File: config.mk
export PLATFORM = sky130hd
export DESIGN_NAME = btn_strobe_gen
export DESIGN_NICKNAME = d
export VERILOG_FILES = /design/src/rtl/btn_strobe_gen.sv
export SDC_FILE = /design/constraint.sdc
export NUM_CORES = 1
export LEC_CHECK = 0
export CORE_AREA = 5 5 110 112
export DETAILED_ROUTE_END_ITERATION = 8
export DIE_AREA = 0 0 115 117
export GPL_ROUTABILITY_DRIVEN = 0
export PLACE_DENSITY = 0.71
export SLEW_MARGIN = 20
export SYNTH_ARGS = -nofsm -noshare
export SYNTH_HDL_FRONTEND = slang
export SYNTH_SLANG_ARGS = --single-unit
File: constraint.sdc
create_clock -name clk -period 3.25 [get_ports clk]
set_input_delay 0.65 -clock clk [delete_from_list [all_inputs] [get_ports clk]]
set_output_delay 0.65 -clock clk [all_outputs]
set_load 0.01 [all_outputs]
File: src/rtl/btn_strobe_gen.sv
// btn_strobe_gen: conditions four raw push-buttons into debounced levels and
// one-cycle paddle move strobes (single press -> one move, hold -> auto-repeat).
// Per-button path: polarity fix -> 2-FF synchroniser -> debounce -> FSM.
// Handshake note: there is no valid/ready flow here; each strobe is a
// registered single-cycle event that the consumer must sample every cycle.
// Per-button FSM state is held in state_q[0..3] for observation in simulation.
module btn_strobe_gen #(
  parameter int unsigned DEBOUNCE_CYCLES = 250000,
  parameter int unsigned TICK_DIV        = 200000,
  parameter int unsigned REPEAT_DELAY    = 3,
  parameter bit          ACTIVE_LOW      = 1'b0
) (
  input  logic       clk,
  input  logic       rst_n,
  input  logic [3:0] btn_raw,
  output logic       ply1_up,
  output logic       ply1_down,
  output logic       ply2_up,
  output logic       ply2_down,
  output logic [3:0] btn_state
);

  localparam int CW = $clog2(DEBOUNCE_CYCLES + 1);
  localparam int TW = $clog2(TICK_DIV);
  localparam int HW = (REPEAT_DELAY > 0) ? $clog2(REPEAT_DELAY + 1) : 1;

  typedef enum logic [1:0] {
    ST_IDLE   = 2'd0,
    ST_HOLD   = 2'd1,
    ST_REPEAT = 2'd2
  } state_e;

  logic [3:0]    pressed;
  logic [3:0]    sync1_q, sync2_q;
  logic [CW-1:0] db_cnt_q [4];
  logic [CW-1:0] db_cnt_d [4];
  logic [3:0]    btn_state_q, btn_state_d;
  logic [TW-1:0] tick_cnt_q, tick_cnt_d;
  logic          tick;
  state_e        state_q [4];
  state_e        state_d [4];
  logic [HW-1:0] hcnt_q [4];
  logic [HW-1:0] hcnt_d [4];
  logic [3:0]    rq_q, rq_d;
  logic [3:0]    conflict;

  // Normalise so that 1 always means "pressed" before synchronising.
  assign pressed = btn_raw ^ {4{ACTIVE_LOW}};

  // Up and down of the same player held together suppresses both strobes.
  assign conflict = {{2{btn_state_q[3] & btn_state_q[2]}},
                     {2{btn_state_q[1] & btn_state_q[0]}}};

  // Shared repeat tick: one cycle high at the last prescaler count.
  assign tick = (tick_cnt_q == TW'(TICK_DIV - 1));

  // Prescaler wraps 0..TICK_DIV-1 and is never realigned by presses.
  always_comb begin
    tick_cnt_d = tick ? '0 : tick_cnt_q + TW'(1);
  end

  // Debounce: a new level must persist DEBOUNCE_CYCLES cycles; any bounce restarts.
  always_comb begin
    btn_state_d = btn_state_q;
    for (int i = 0; i < 4; i++) begin
      db_cnt_d[i] = '0;
      if (sync2_q[i] != btn_state_q[i]) begin
        if (db_cnt_q[i] == CW'(DEBOUNCE_CYCLES - 1)) begin
          btn_state_d[i] = sync2_q[i];
          db_cnt_d[i]    = '0;
        end else begin
          db_cnt_d[i] = db_cnt_q[i] + CW'(1);
        end
      end
    end
  end

  // Press/auto-repeat FSM per button; pulse request is gated by conflict here
  // so the strobe itself leaves a flop.
  always_comb begin
    rq_d = '0;
    for (int i = 0; i < 4; i++) begin
      state_d[i] = state_q[i];
      hcnt_d[i]  = hcnt_q[i];
      if (!btn_state_q[i]) begin
        state_d[i] = ST_IDLE;
        hcnt_d[i]  = '0;
      end else begin
        case (state_q[i])
          ST_IDLE: begin
            rq_d[i]    = ~conflict[i];
            hcnt_d[i]  = '0;
            state_d[i] = (REPEAT_DELAY == 0) ? ST_REPEAT : ST_HOLD;
          end
          ST_HOLD: begin
            if (tick) begin
              hcnt_d[i] = hcnt_q[i] + HW'(1);
              if (hcnt_d[i] == HW'(REPEAT_DELAY)) begin
                state_d[i] = ST_REPEAT;
              end
            end
          end
          ST_REPEAT: begin
            rq_d[i] = tick & ~conflict[i];
          end
          default: begin
            state_d[i] = ST_IDLE;
          end
        endcase
      end
    end
  end

  // All state registers; everything clears asynchronously on reset.
  always_ff @(posedge clk or negedge rst_n) begin
    if (!rst_n) begin
      sync1_q     <= '0;
      sync2_q     <= '0;
      btn_state_q <= '0;
      tick_cnt_q  <= '0;
      rq_q        <= '0;
      for (int i = 0; i < 4; i++) begin
        db_cnt_q[i] <= '0;
        state_q[i]  <= ST_IDLE;
        hcnt_q[i]   <= '0;
      end
    end else begin
      sync1_q     <= pressed;
      sync2_q     <= sync1_q;
      btn_state_q <= btn_state_d;
      tick_cnt_q  <= tick_cnt_d;
      rq_q        <= rq_d;
      for (int i = 0; i < 4; i++) begin
        db_cnt_q[i] <= db_cnt_d[i];
        state_q[i]  <= state_d[i];
        hcnt_q[i]   <= hcnt_d[i];
      end
    end
  end

  assign ply1_up   = rq_q[0];
  assign ply1_down = rq_q[1];
  assign ply2_up   = rq_q[2];
  assign ply2_down = rq_q[3];
  assign btn_state = btn_state_q;

endmodule
==> impl_results.md, run 1 <==
* Outcome: complete, no violations
* Setup crit end kind: flip-flop
* Hold/Removal Path Class: flip-flop to flip-flop
* Internal power at 2845 uW
* Crit path largest cell delay at 0.56 ns
* CTS tree: yes
* Warnings from Yosys at 0
* Worst-path clk slew at 0.06 ns
* CP required at 3.50 ns
* Worst EP arrival at 2.54 ns
* Post-route setup TNS at 0 ns
* Number of synthesized register bits at 122
* Comb pwr share at 0.022
* Sw Pwr at 705.5 uW
* Largest delay share family, worst path: simple AND/OR/NAND/NOR gates
* Layout cell share with drive strength beyond 1 at 0.08279
* Die H at 117 microns
* Htree depth at 4
* WHS at 0.3475 ns
* Post-CTS Resized at 0
* Achievable frequency at 437.2 MHz
* Row cnt at 39
* Final Hold Vio Count at 0
* FF-to-FF setup slack at 0.96 ns
* GRT overflow at 0
* Clock net sink count at 122
* First-pass GRT wire length at 20.60 mm
* Asr flop ratio synth at 1.000
* Power per cell area at 526.5 nW/um^2
* Switch share at 0.1987
* Cell count after synthesis at 585
* Worst skew pair latency at 0.41 ns
* Core ar. at 11130 sq um
* Drc violations at 0
* Max cap viols at 0
* Worst hold path depth at 0
* Static leakage at 0.002750 uW
* Slew @ Worst Pin at 0.9032 ns
* Pre-Repair DR Iteration Count at 4
* RSZ-0062 raised after global routing: false
* CTS root buf: clkbuf_16
* Library cells used by synthesis at 53
* Total GRT Usage at 0.1925
* Fin crit period at 2.287 ns
* Via-to-Cell Ratio at 5.780
* Final period util at 0.7038
* DR iter-0 viols at 288
* Synth Cell Area at 5867 sq um
* Syn_area_per_cell at 10.03 sq um
* Post-synth EDFFs at 0
* Top_reg_cell synth: dfrtp_1
* Final worst slack at 0.9626 ns
* Hold Buf Count CTS at 0
* Kind of start point of the critical path: flip-flop
* Buffers & Inverters on Critical Path at 0
* Die X at 115 microns
* Worst IR Drop VDD at 0.4994 mV
* CTS Buf Count at 17
* Die ar. at 13460 sq um
* # diodes at 0
* Ports at 14
* CP max-delay cell: a2111oi_0
* Initial Util at 0.5273
* Final setup fails at 0
* Synth Net Count at 600
* Vias post-DR at 4387
* Post-CTS Setup Inserts at 0
* Final Skew at 0.01079 ns
* Worst slew margin at 0.3958
* Share of power burned in registers at 0.437
* Post-Route Utilization at 0.6062
* Port Buf Inserts at 13
* Cells along the critical path: nor4b_1 -> and3_1 -> nand2_2 -> a2111oi_0
* Place WS at 1.022 ns
* Clk pwr share at 0.541
* Area delta synth->final at 14.95%
* Vias in the first global route at 4482
* Levels on crit path at 4
* Initial antenna violation count at 0
* Seq/Total Area, Yosys at 0.5204
* Wire length per cell at 15.52 microns
* Crit path kind: flip-flop to flip-flop
* Nets@finish at 618
* Routed WL at 11.78 mm
* Worst-path maximum fanout at 10
* Largest net degree at the start of global routing at 71
* Post-DRT Antenna Nets at 0
* HPWL after detailed placement at 7.532 mm
* Buffer depth of the longest clock path at 2
* Reg2Reg Depth at 4
* Fin. max-slew vios at 0
## metrics by stage
| stage | total power [uW] | cell area, sq um | instances |
|---|---|---|---|
| floorplan | 1609 | 5867 | 585 |
| global placement | 1657 | 6136 | 727 |
| detailed placement | 1660 | 6136 | 727 |
| CTS | 3589 | 6744 | 759 |
| global route | 3686 | 6744 | 759 |
| finish | 3551 | 6744 | 759 |
## registers in the layout, summed over array words and instances (netlist names)
| register | flops |
|---|---|
| tick_cnt_q | 18 |
| sync1_q | 4 |
| state_q | 8 |
| db_cnt_q | 72 |
| btn_state | 4 |
| sync2_q | 4 |
| rq_q | 4 |
| hcnt_q | 8 |
## final cells by class
| type | instances | area, sq um |
|---|---|---|
| clock inverter | 7 | 112.6 |
| multi-input combinational | 422 | 2653 |
| fill | 910 | 4382 |
| tap | 143 | 178.9 |
| clock buffer | 25 | 495.5 |
| inverter | 21 | 78.83 |
| timing repair buffer | 19 | 172.7 |
| sequential | 122 | 3053 |
## cells in the mapped netlist (3+ instances only)
master    count  area share
nor4b_1       6      0.0090
o31ai_1      13       0.017
ha_1          9       0.019
nor3_1       10      0.0085
nor2_1       65       0.042
xnor2_1      31       0.046
o41ai_2       3      0.0083
nand3_1      56       0.048
clkbuf_1     14      0.0090
a21oi_1      26       0.022
and3_1       10       0.011
nor3b_1       5      0.0064
mux2_2        4      0.0077
nand4_1      13       0.014
inv_1        21       0.013
and4_1        7       0.010
xor2_1       26       0.039
nor4_1       11       0.012
o211ai_1      6      0.0077
nand2b_1      3      0.0032
o21ai_0      10      0.0085
or4_1        14       0.018
buf_2         5      0.0043
dfrtp_1     122        0.52
or3_1         8      0.0085
nand2_1      47       0.030
a31oi_1       6      0.0064
## metal layers
layer,up-vias,track usage,share of wire
met5,-,0,0
met4,0,0.07825,0.014
met2,57,0.3086,0.50
met3,15,0.06530,0.033
li1,2130,-,-
met1,2185,0.2411,0.46
## power by group through the flow
| stage | Clock (uW) | Combinational, uW | Sequential (uW) |
|---|---|---|---|
| floorplan | 0 | 33.9 | 1580 |
| global placement | 0 | 79.2 | 1580 |
| detailed placement | 0 | 81.2 | 1580 |
| CTS | 1950 | 82.0 | 1550 |
| global route | 2040 | 93.2 | 1550 |
| finish | 1920 | 78.5 | 1550 |
## kinds of logic (layout without fill, tap and decap cells)
family                     after synthesis  count (layout)  share of synthesized area
AOI/OAI and AO/OA                       76              76                    0.09043
DFF                                    122             122                     0.5204
muxes                                    6               6                    0.01109
adders and majority gates                9               9                    0.01919
and+or+nand+nor                        274             274                     0.2463
buffers and inverters                   41              72                    0.02751
xor gates and xnor gates                57              57                    0.08509
## cells in the final DEF, fill, tap and decap left out, types with 7 or more instances in the layout
master           count
o21ai_0             10
nor2_1              65
a21oi_1             26
nand3_1             56
nand2_1             47
xnor2_1             31
ha_1                 9
nor3_1              10
and4_1               7
dfrtp_1            122
and3_1              10
inv_1               21
nand4_1             13
clkbuf_16           17
or3_1                8
clkdlybuf4s50_1     12
or4_1               14
xor2_1              26
buf_4                7
nor4_1              11
o31ai_1             13
## worst register-to-register path, stage by stage, from the launching register on
cell	delay, ns
dfrtp_1	0.44
nor4b_1	0.37
and3_1	0.50
nand2_2	0.24
a2111oi_0	0.56
## path summary, 6_finish.rpt
path                                       endpoint               startpoint
max reg2reg                       rq_q[0]$_DFF_PN0_  tick_cnt_q[6]$_DFF_PN0_
max                               rq_q[0]$_DFF_PN0_  tick_cnt_q[6]$_DFF_PN0_
min reg2reg                    sync2_q[1]$_DFF_PN0_     sync1_q[1]$_DFF_PN0_
min in group asynchronous    db_cnt_q[11]$_DFF_PN0_                    rst_n
max in group asynchronous  tick_cnt_q[11]$_DFF_PN0_                    rst_n
min                            sync2_q[1]$_DFF_PN0_     sync1_q[1]$_DFF_PN0_
No activity file was read; power rests on OpenSTA's default activity.
==> run 2: changes to the inputs <==
Clock period 3.25 ns to 2.34 ns, I/O delays scaled along.
==> run 2 against run 1 <==
Against the previous run: critical path depth decreased by 3; core utilization increased by 0.61 points; register-to-register slack got worse by 0.61 ns; clock power increased by 38%; non-clock buffer count increased by 7; worst setup slack got worse by 0.71 ns; die area unchanged; total power increased by 39%; sequential share of layout area decreased by 0.45 points; design area increased by 1.0%; critical path type is now flip-flop to output port; largest cell class unchanged.
==> impl_results.md, run 2 (same netlist as run 1, synthesis figures left out) <==
* Outcome: complete, no violations
* Drc violations at 0 (unchanged)
* Static leakage at 0.002777 uW (+0.97%)
* Worst EP arrival at 1.62 ns (-0.92 ns)
* Filler cell count at 907 (-0.33%)
* CP required at 1.87 ns (-1.63 ns)
* Worst IR Drop VDD at 0.5314 mV (+6.4%)
* Crit path kind: flip-flop to output port
* Hold Buf Count CTS at 1 (+1)
* Vias in the first global route at 4415 (-1.5%)
* Fin. max-slew vios at 0 (unchanged)
* Port Buf Inserts at 13 (unchanged)
* Post-CTS Resized at 0 (unchanged)
* Buffers & Inverters on Critical Path at 1 (+1)
* WHS at 0.3469 ns (-0.0006040 ns)
* Setup crit end kind: output port
* FF+latch area at 3053 sq um (unchanged)
* Crit path largest cell delay at 0.62 ns (+0.06 ns)
* Final Hold Vio Count at 0 (unchanged)
* Row cnt at 39 (unchanged)
* Die X at 115 microns (unchanged)
* Area delta synth->final at 16.10%
* Worst hold path depth at 0 (unchanged)
* CTS Buf Count at 17 (unchanged)
* Core ar. at 11130 sq um (unchanged)
* CP max-delay cell: clkdlybuf4s50_1
* HPWL after detailed placement at 7.696 mm (+2.2%)
* Pre-Repair DR Iteration Count at 5 (+1)
* Power per cell area at 723.5 nW/um^2 (+37%)
* Via-to-Cell Ratio at 5.773 (-0.12%)
* Nets@finish at 625 (+1.1%)
* Routed WL at 11.38 mm (-3.4%)
* CTS root buf: clkbuf_16
* Fin crit period at 2.089 ns
* Largest Register: db_cnt_q
* # diodes at 0 (unchanged)
* Die H at 117 microns (unchanged)
* Final setup fails at 0 (unchanged)
* FF-to-FF setup slack at 0.35 ns (-0.61 ns)
* Largest net degree at the start of global routing at 52 (-27%)
* Largest delay share family, worst path: buffers and inverters
* Initial Util at 0.5273 (unchanged)
* R2r startpoint: db_cnt_q[54]$_DFF_PN0_
* Area occupied by multi-input gates at 2653 sq um (unchanged)
* Final Skew at 0.005725 ns (-0.005063 ns)
* Buffer depth of the longest clock path at 2 (unchanged)
* First-pass GRT wire length at 19.93 mm (-3.2%)
* Regs by FF count: db_cnt_q x72, tick_cnt_q x18
* Worst-path clk slew at 0.05 ns (about the same)
* Post-route setup TNS at 0 ns (unchanged)
* RSZ-0062 raised after global routing: false
* Total GRT Usage at 0.1863 (-0.006197)
* Reg2Reg Depth at 5 (+1)
* Achievable frequency at 478.6 MHz
* GRT overflow at 0 (unchanged)
* Cells along the critical path: clkdlybuf4s50_1
* Hold/Removal Path Class: flip-flop to flip-flop
* Ports at 14 (unchanged)
* Max cap viols at 0 (unchanged)
* Worst slew margin at 0.5839 (+0.1880)
* Min-Delay Startpoint: sync1_q[0]$_DFF_PN0_
* Slew @ Worst Pin at 0.6185 ns (-0.2847 ns)
* Largest register FFs at 72 (unchanged)
* Hold Path End: sync2_q[0]$_DFF_PN0_
* Die ar. at 13460 sq um (unchanged)
* Layout cell share with drive strength beyond 1 at 0.09791 (+0.01512)
* Most frequent cells in the layout: dfrtp_1, nor2_1, nand3_1
* DR iter-0 viols at 274 (-4.9%)
* Initial antenna violation count at 0 (unchanged)
* Wire length per cell at 14.86 microns (-4.2%)
* Final period util at 0.8929
* Worst-path maximum fanout at 11 (+1)
* Worst skew pair latency at 0.41 ns (about the same)
* RR Endpoint: db_cnt_q[70]$_DFF_PN0_
* Post-CTS Setup Inserts at 0 (unchanged)
* Post-DRT Antenna Nets at 0 (unchanged)
* Htree depth at 4 (unchanged)
* Clock net sink count at 122 (unchanged)
* Commonest non-fill, non-tap cell in the layout: dfrtp_1
* Kind of start point of the critical path: flip-flop
* CTS tree: yes
* Vias post-DR at 4422 (+0.80%)
run 2: power by group:
| group | internal (uW) | switching [uW] |
|---|---|---|
| Combinational | 40.7 | 76.9 |
| Clock | 1700 | 951 |
| Sequential | 2140 | 21.4 |
| Total | 3880 | 1050 |
run 2: stage by stage:
step	utilization	setup WS (ns)	power, uW	cells	instance area, sq um
after floorplan	-	0.4704	2235	585	5867
after global placement	0.5567	0.4058	2308	733	6193
after detailed placement	0.5567	0.3453	2313	733	6193
after CTS	0.6122	0.2309	4997	766	6812
after global routing	0.6122	0.1053	5115	766	6812
final	0.6122	0.2507	4928	766	6812
run 2: routing by layer:
layer | up-vias | share of wire | global-route usage
met5 | - | 0 | 0
met4 | 0 | 0.0081 | 0.07981
met3 | 8 | 0.034 | 0.05244
met2 | 78 | 0.50 | 0.3036
met1 | 2180 | 0.46 | 0.2342
li1 | 2156 | - | -
run 2: worst max path at each step:
stage	start	endpoint	slack, ns	depth (start not counted)
CTS	btn_state[1]$_DFFE_PN0P_	btn_state[1]	0.23	1
detailed placement	db_cnt_q[54]$_DFF_PN0_	db_cnt_q[70]$_DFF_PN0_	0.35	5
floorplan	db_cnt_q[54]$_DFF_PN0_	db_cnt_q[70]$_DFF_PN0_	0.47	5
global placement	db_cnt_q[54]$_DFF_PN0_	db_cnt_q[70]$_DFF_PN0_	0.41	5
global route	tick_cnt_q[6]$_DFF_PN0_	hcnt_q[4]$_DFFE_PN0P_	0.11	5
finish	btn_state[3]$_DFFE_PN0P_	btn_state[3]	0.25	1
run 2: area by class of cell:
type | instances | area share
Timing Repair Buffer | 26 | 0.03527
Clock inverter | 14 | 0.02480
Clock buffer | 18 | 0.06447
Inverter | 21 | 0.01157
Tap cell | 143 | 0.02627
Multi-Input combinational cell | 422 | 0.3894
Sequential cell | 122 | 0.4482
==> run 3: changes to the inputs <==
Settings changed: CTS_BUF_LIST set to sky130_fd_sc_hd__clkbuf_4 sky130_fd_sc_hd__clkbuf_8, PLACE_DENSITY 0.71 to not set, PLACE_DENSITY_LB_ADDON set to 0.08.
==> run 3 against run 2 <==
Against the previous run: critical path depth grew 4; clock-buffer cell count grew 4; clock power shrank 27%; non-clock buffer count shrank 1; sequential power is essentially flat; first-iteration DRC count grew 0.73%; largest cell class unchanged.
==> impl_results.md, run 3 (same netlist as run 1, synthesis figures left out) <==
* Outcome: complete, no violations
* Core ar. at 11130 sq um (unchanged)
* Worst-path maximum fanout at 7 (-4)
* Most frequent cells in the layout: dfrtp_1, nor2_1, nand3_1
* Routed WL at 11.48 mm (+0.87%)
* # diodes at 0 (unchanged)
* Vias post-DR at 4388 (-0.77%)
* Static leakage at 0.002707 uW (-2.5%)
* HPWL after detailed placement at 7.678 mm (-0.25%)
* Die ar. at 13460 sq um (unchanged)
* RR Endpoint: db_cnt_q[70]$_DFF_PN0_
* Port Buf Inserts at 13 (unchanged)
* Final period util at 0.8769 (-0.01596)
* Hold/Removal Path Class: input port to asynchronous set/reset pin
* Buffers & Inverters on Critical Path at 0 (-1)
* Clk pwr share at 0.460 (-0.079)
* Total GRT Usage at 0.1859 (-0.0004336)
* Comb pwr share at 0.028 (+0.004)
* Via-to-Cell Ratio at 5.743 (-0.51%)
* Hold Buf Count CTS at 0 (-1)
* Fin crit period at 2.052 ns (-0.03735 ns)
* Crit path largest cell delay at 0.61 ns (about the same)
* Setup crit end kind: flip-flop
* Switch share at 0.2110 (-0.001842)
* Layout cell share with drive strength beyond 1 at 0.09662 (-0.001295)
* Slew @ Worst Pin at 0.6551 ns (+0.03660 ns)
* Largest delay share family, worst path: simple AND/OR/NAND/NOR gates
* First-pass GRT wire length at 19.98 mm (+0.21%)
* Initial Util at 0.5273 (unchanged)
* Share of power burned in registers at 0.512 (+0.074)
* GRT overflow at 0 (unchanged)
* Initial antenna violation count at 0 (unchanged)
* CTS Buf Count at 17 (unchanged)
* FF-to-FF setup slack at 0.29 ns (-0.06 ns)
* R2r startpoint: db_cnt_q[54]$_DFF_PN0_
* Max cap viols at 0 (unchanged)
* CTS root buf: clkbuf_8
* Post-route setup TNS at 0 ns (unchanged)
* Clock net sink count at 122 (unchanged)
* Met3 WL at 415 microns (+8.1%)
* Kind of start point of the critical path: flip-flop
* Commonest non-fill, non-tap cell in the layout: dfrtp_1
* Place WS at 0.3082 ns (-0.03712 ns)
* Row cnt at 39 (unchanged)
* Largest register FFs at 72 (unchanged)
* RSZ-0062 raised after global routing: false
* Levels on crit path at 5 (+4)
* Power per cell area at 636.7 nW/um^2 (-12%)
* Post-CTS Resized at 0 (unchanged)
* Worst IR Drop VDD at 0.5274 mV (-0.75%)
* Final setup fails at 0 (unchanged)
* Ports at 14 (unchanged)
* Die H at 117 microns (unchanged)
* Sw Pwr at 887.3 uW (-15%)
* WL met1 at 5.508 mm (+5.2%)
* Buffer depth of the longest clock path at 2 (unchanged)
* Cells along the critical path: ha_1 -> nand3_2 -> or4_4 -> or4_1 -> a21oi_1
* Drc violations at 0 (unchanged)
* Nets@finish at 624 (-0.16%)
* Regs by FF count: db_cnt_q x72, tick_cnt_q x18
* Worst-path clk slew at 0.07 ns (+0.02 ns)
* Uppermost layer routed: met4
* Fin. max-slew vios at 0 (unchanged)
* Final Skew at 0.006173 ns (+0.0004475 ns)
* CP required at 2.69 ns (+0.82 ns)
* Pre-Repair DR Iteration Count at 4 (-1)
* CTS tree: yes
* Vias in the first global route at 4250 (-3.7%)
* Crit path kind: flip-flop to flip-flop
* Post-DRT Antenna Nets at 0 (unchanged)
* Worst skew pair latency at 0.42 ns (about the same)
* Die X at 115 microns (unchanged)
* Htree depth at 4 (unchanged)
* Wire length per cell at 15.03 microns (+1.1%)
* Post-CTS Setup Inserts at 0 (unchanged)
* Achievable frequency at 487.3 MHz (+1.8%)
* CP max-delay cell: or4_4
* Final Hold Vio Count at 0 (unchanged)
* Largest Register: db_cnt_q
* Area delta synth->final at 12.56%
* Worst EP arrival at 2.40 ns (+0.78 ns)
* Final worst slack at 0.2880 ns (+0.03735 ns)
* Largest net degree at the start of global routing at 63 (+21%)
* Reg2Reg Depth at 5 (unchanged)
* DR WL met2 at 5.391 mm (-4.9%)
* DR iter-0 viols at 276 (+0.73%)
* Internal power at 3317 uW (-14%)
* Worst slew margin at 0.5592 (-0.02463)
==> run 3: changes by cell type in the layout (fill, tap and decap cells not counted), sizes merged <==
cell         delta
dlygate4sd3     -1
clkinv          +3
clkinvlp        -5
clkbuf          +4
inv             -3
==> run 3: final cells by class <==
type                    instances  area, sq um
clock buffers                  22        290.3
clock inverters                 9        120.1
fillers                       929         4522
inverters                      21        78.83
multi-input cells             422         2653
flip-flops and latches        122         3053
well taps                     143        178.9
repair buffers                 25        230.2
==> run 3: stage by stage <==
stage / cell area (sq um) / power, uW / cells / hold slack [ns] / utilization
5_1_grt: 6604 / 4383 / 764 / 0.02059 / 0.5936
3_3_place_gp: 6193 / 2310 / 733 / 0.3374 / 0.5567
2_1_floorplan: 5867 / 2235 / 585 / 0.1724 / -
6_report: 6604 / 4205 / 764 / 0.01224 / 0.5936
4_1_cts: 6604 / 4275 / 764 / 0.003455 / 0.5936
3_5_place_dp: 6193 / 2314 / 733 / 0.3389 / 0.5567
==> run 3: worst max-delay path by stage <==
stage                              from                     end  slack [ns]
2_1_floorplan    db_cnt_q[54]$_DFF_PN0_  db_cnt_q[70]$_DFF_PN0_        0.47
3_3_place_gp     db_cnt_q[54]$_DFF_PN0_  db_cnt_q[70]$_DFF_PN0_        0.39
3_5_place_dp    tick_cnt_q[6]$_DFF_PN0_   hcnt_q[4]$_DFFE_PN0P_        0.31
4_1_cts        btn_state[0]$_DFFE_PN0P_            btn_state[0]        0.24
5_1_grt         tick_cnt_q[6]$_DFF_PN0_   hcnt_q[4]$_DFFE_PN0P_        0.14
6_report         db_cnt_q[54]$_DFF_PN0_  db_cnt_q[70]$_DFF_PN0_        0.29
==> run 3: power by group through the flow <==
stage	clock, uW	sequential, uW	combinational (uW)
2_1_floorplan	0	2190	47.1
3_3_place_gp	0	2190	119
3_5_place_dp	0	2190	121
4_1_cts	2000	2150	123
5_1_grt	2090	2160	137
6_report	1930	2150	118
==> run 3: routing by layer <==
layer	vias up	GRT usage
met4	0	0.06964
met1	2158	0.2499
met3	11	0.05193
met5	-	0
met2	74	0.2894
li1	2145	-
==> run 3: worst register-to-register path, stage by stage, from the launching register on <==
cell and delay [ns]:
dfrtp_1 0.41, ha_1 0.23, nand3_2 0.17, or4_4 0.61, or4_1 0.42, a21oi_1 0.15
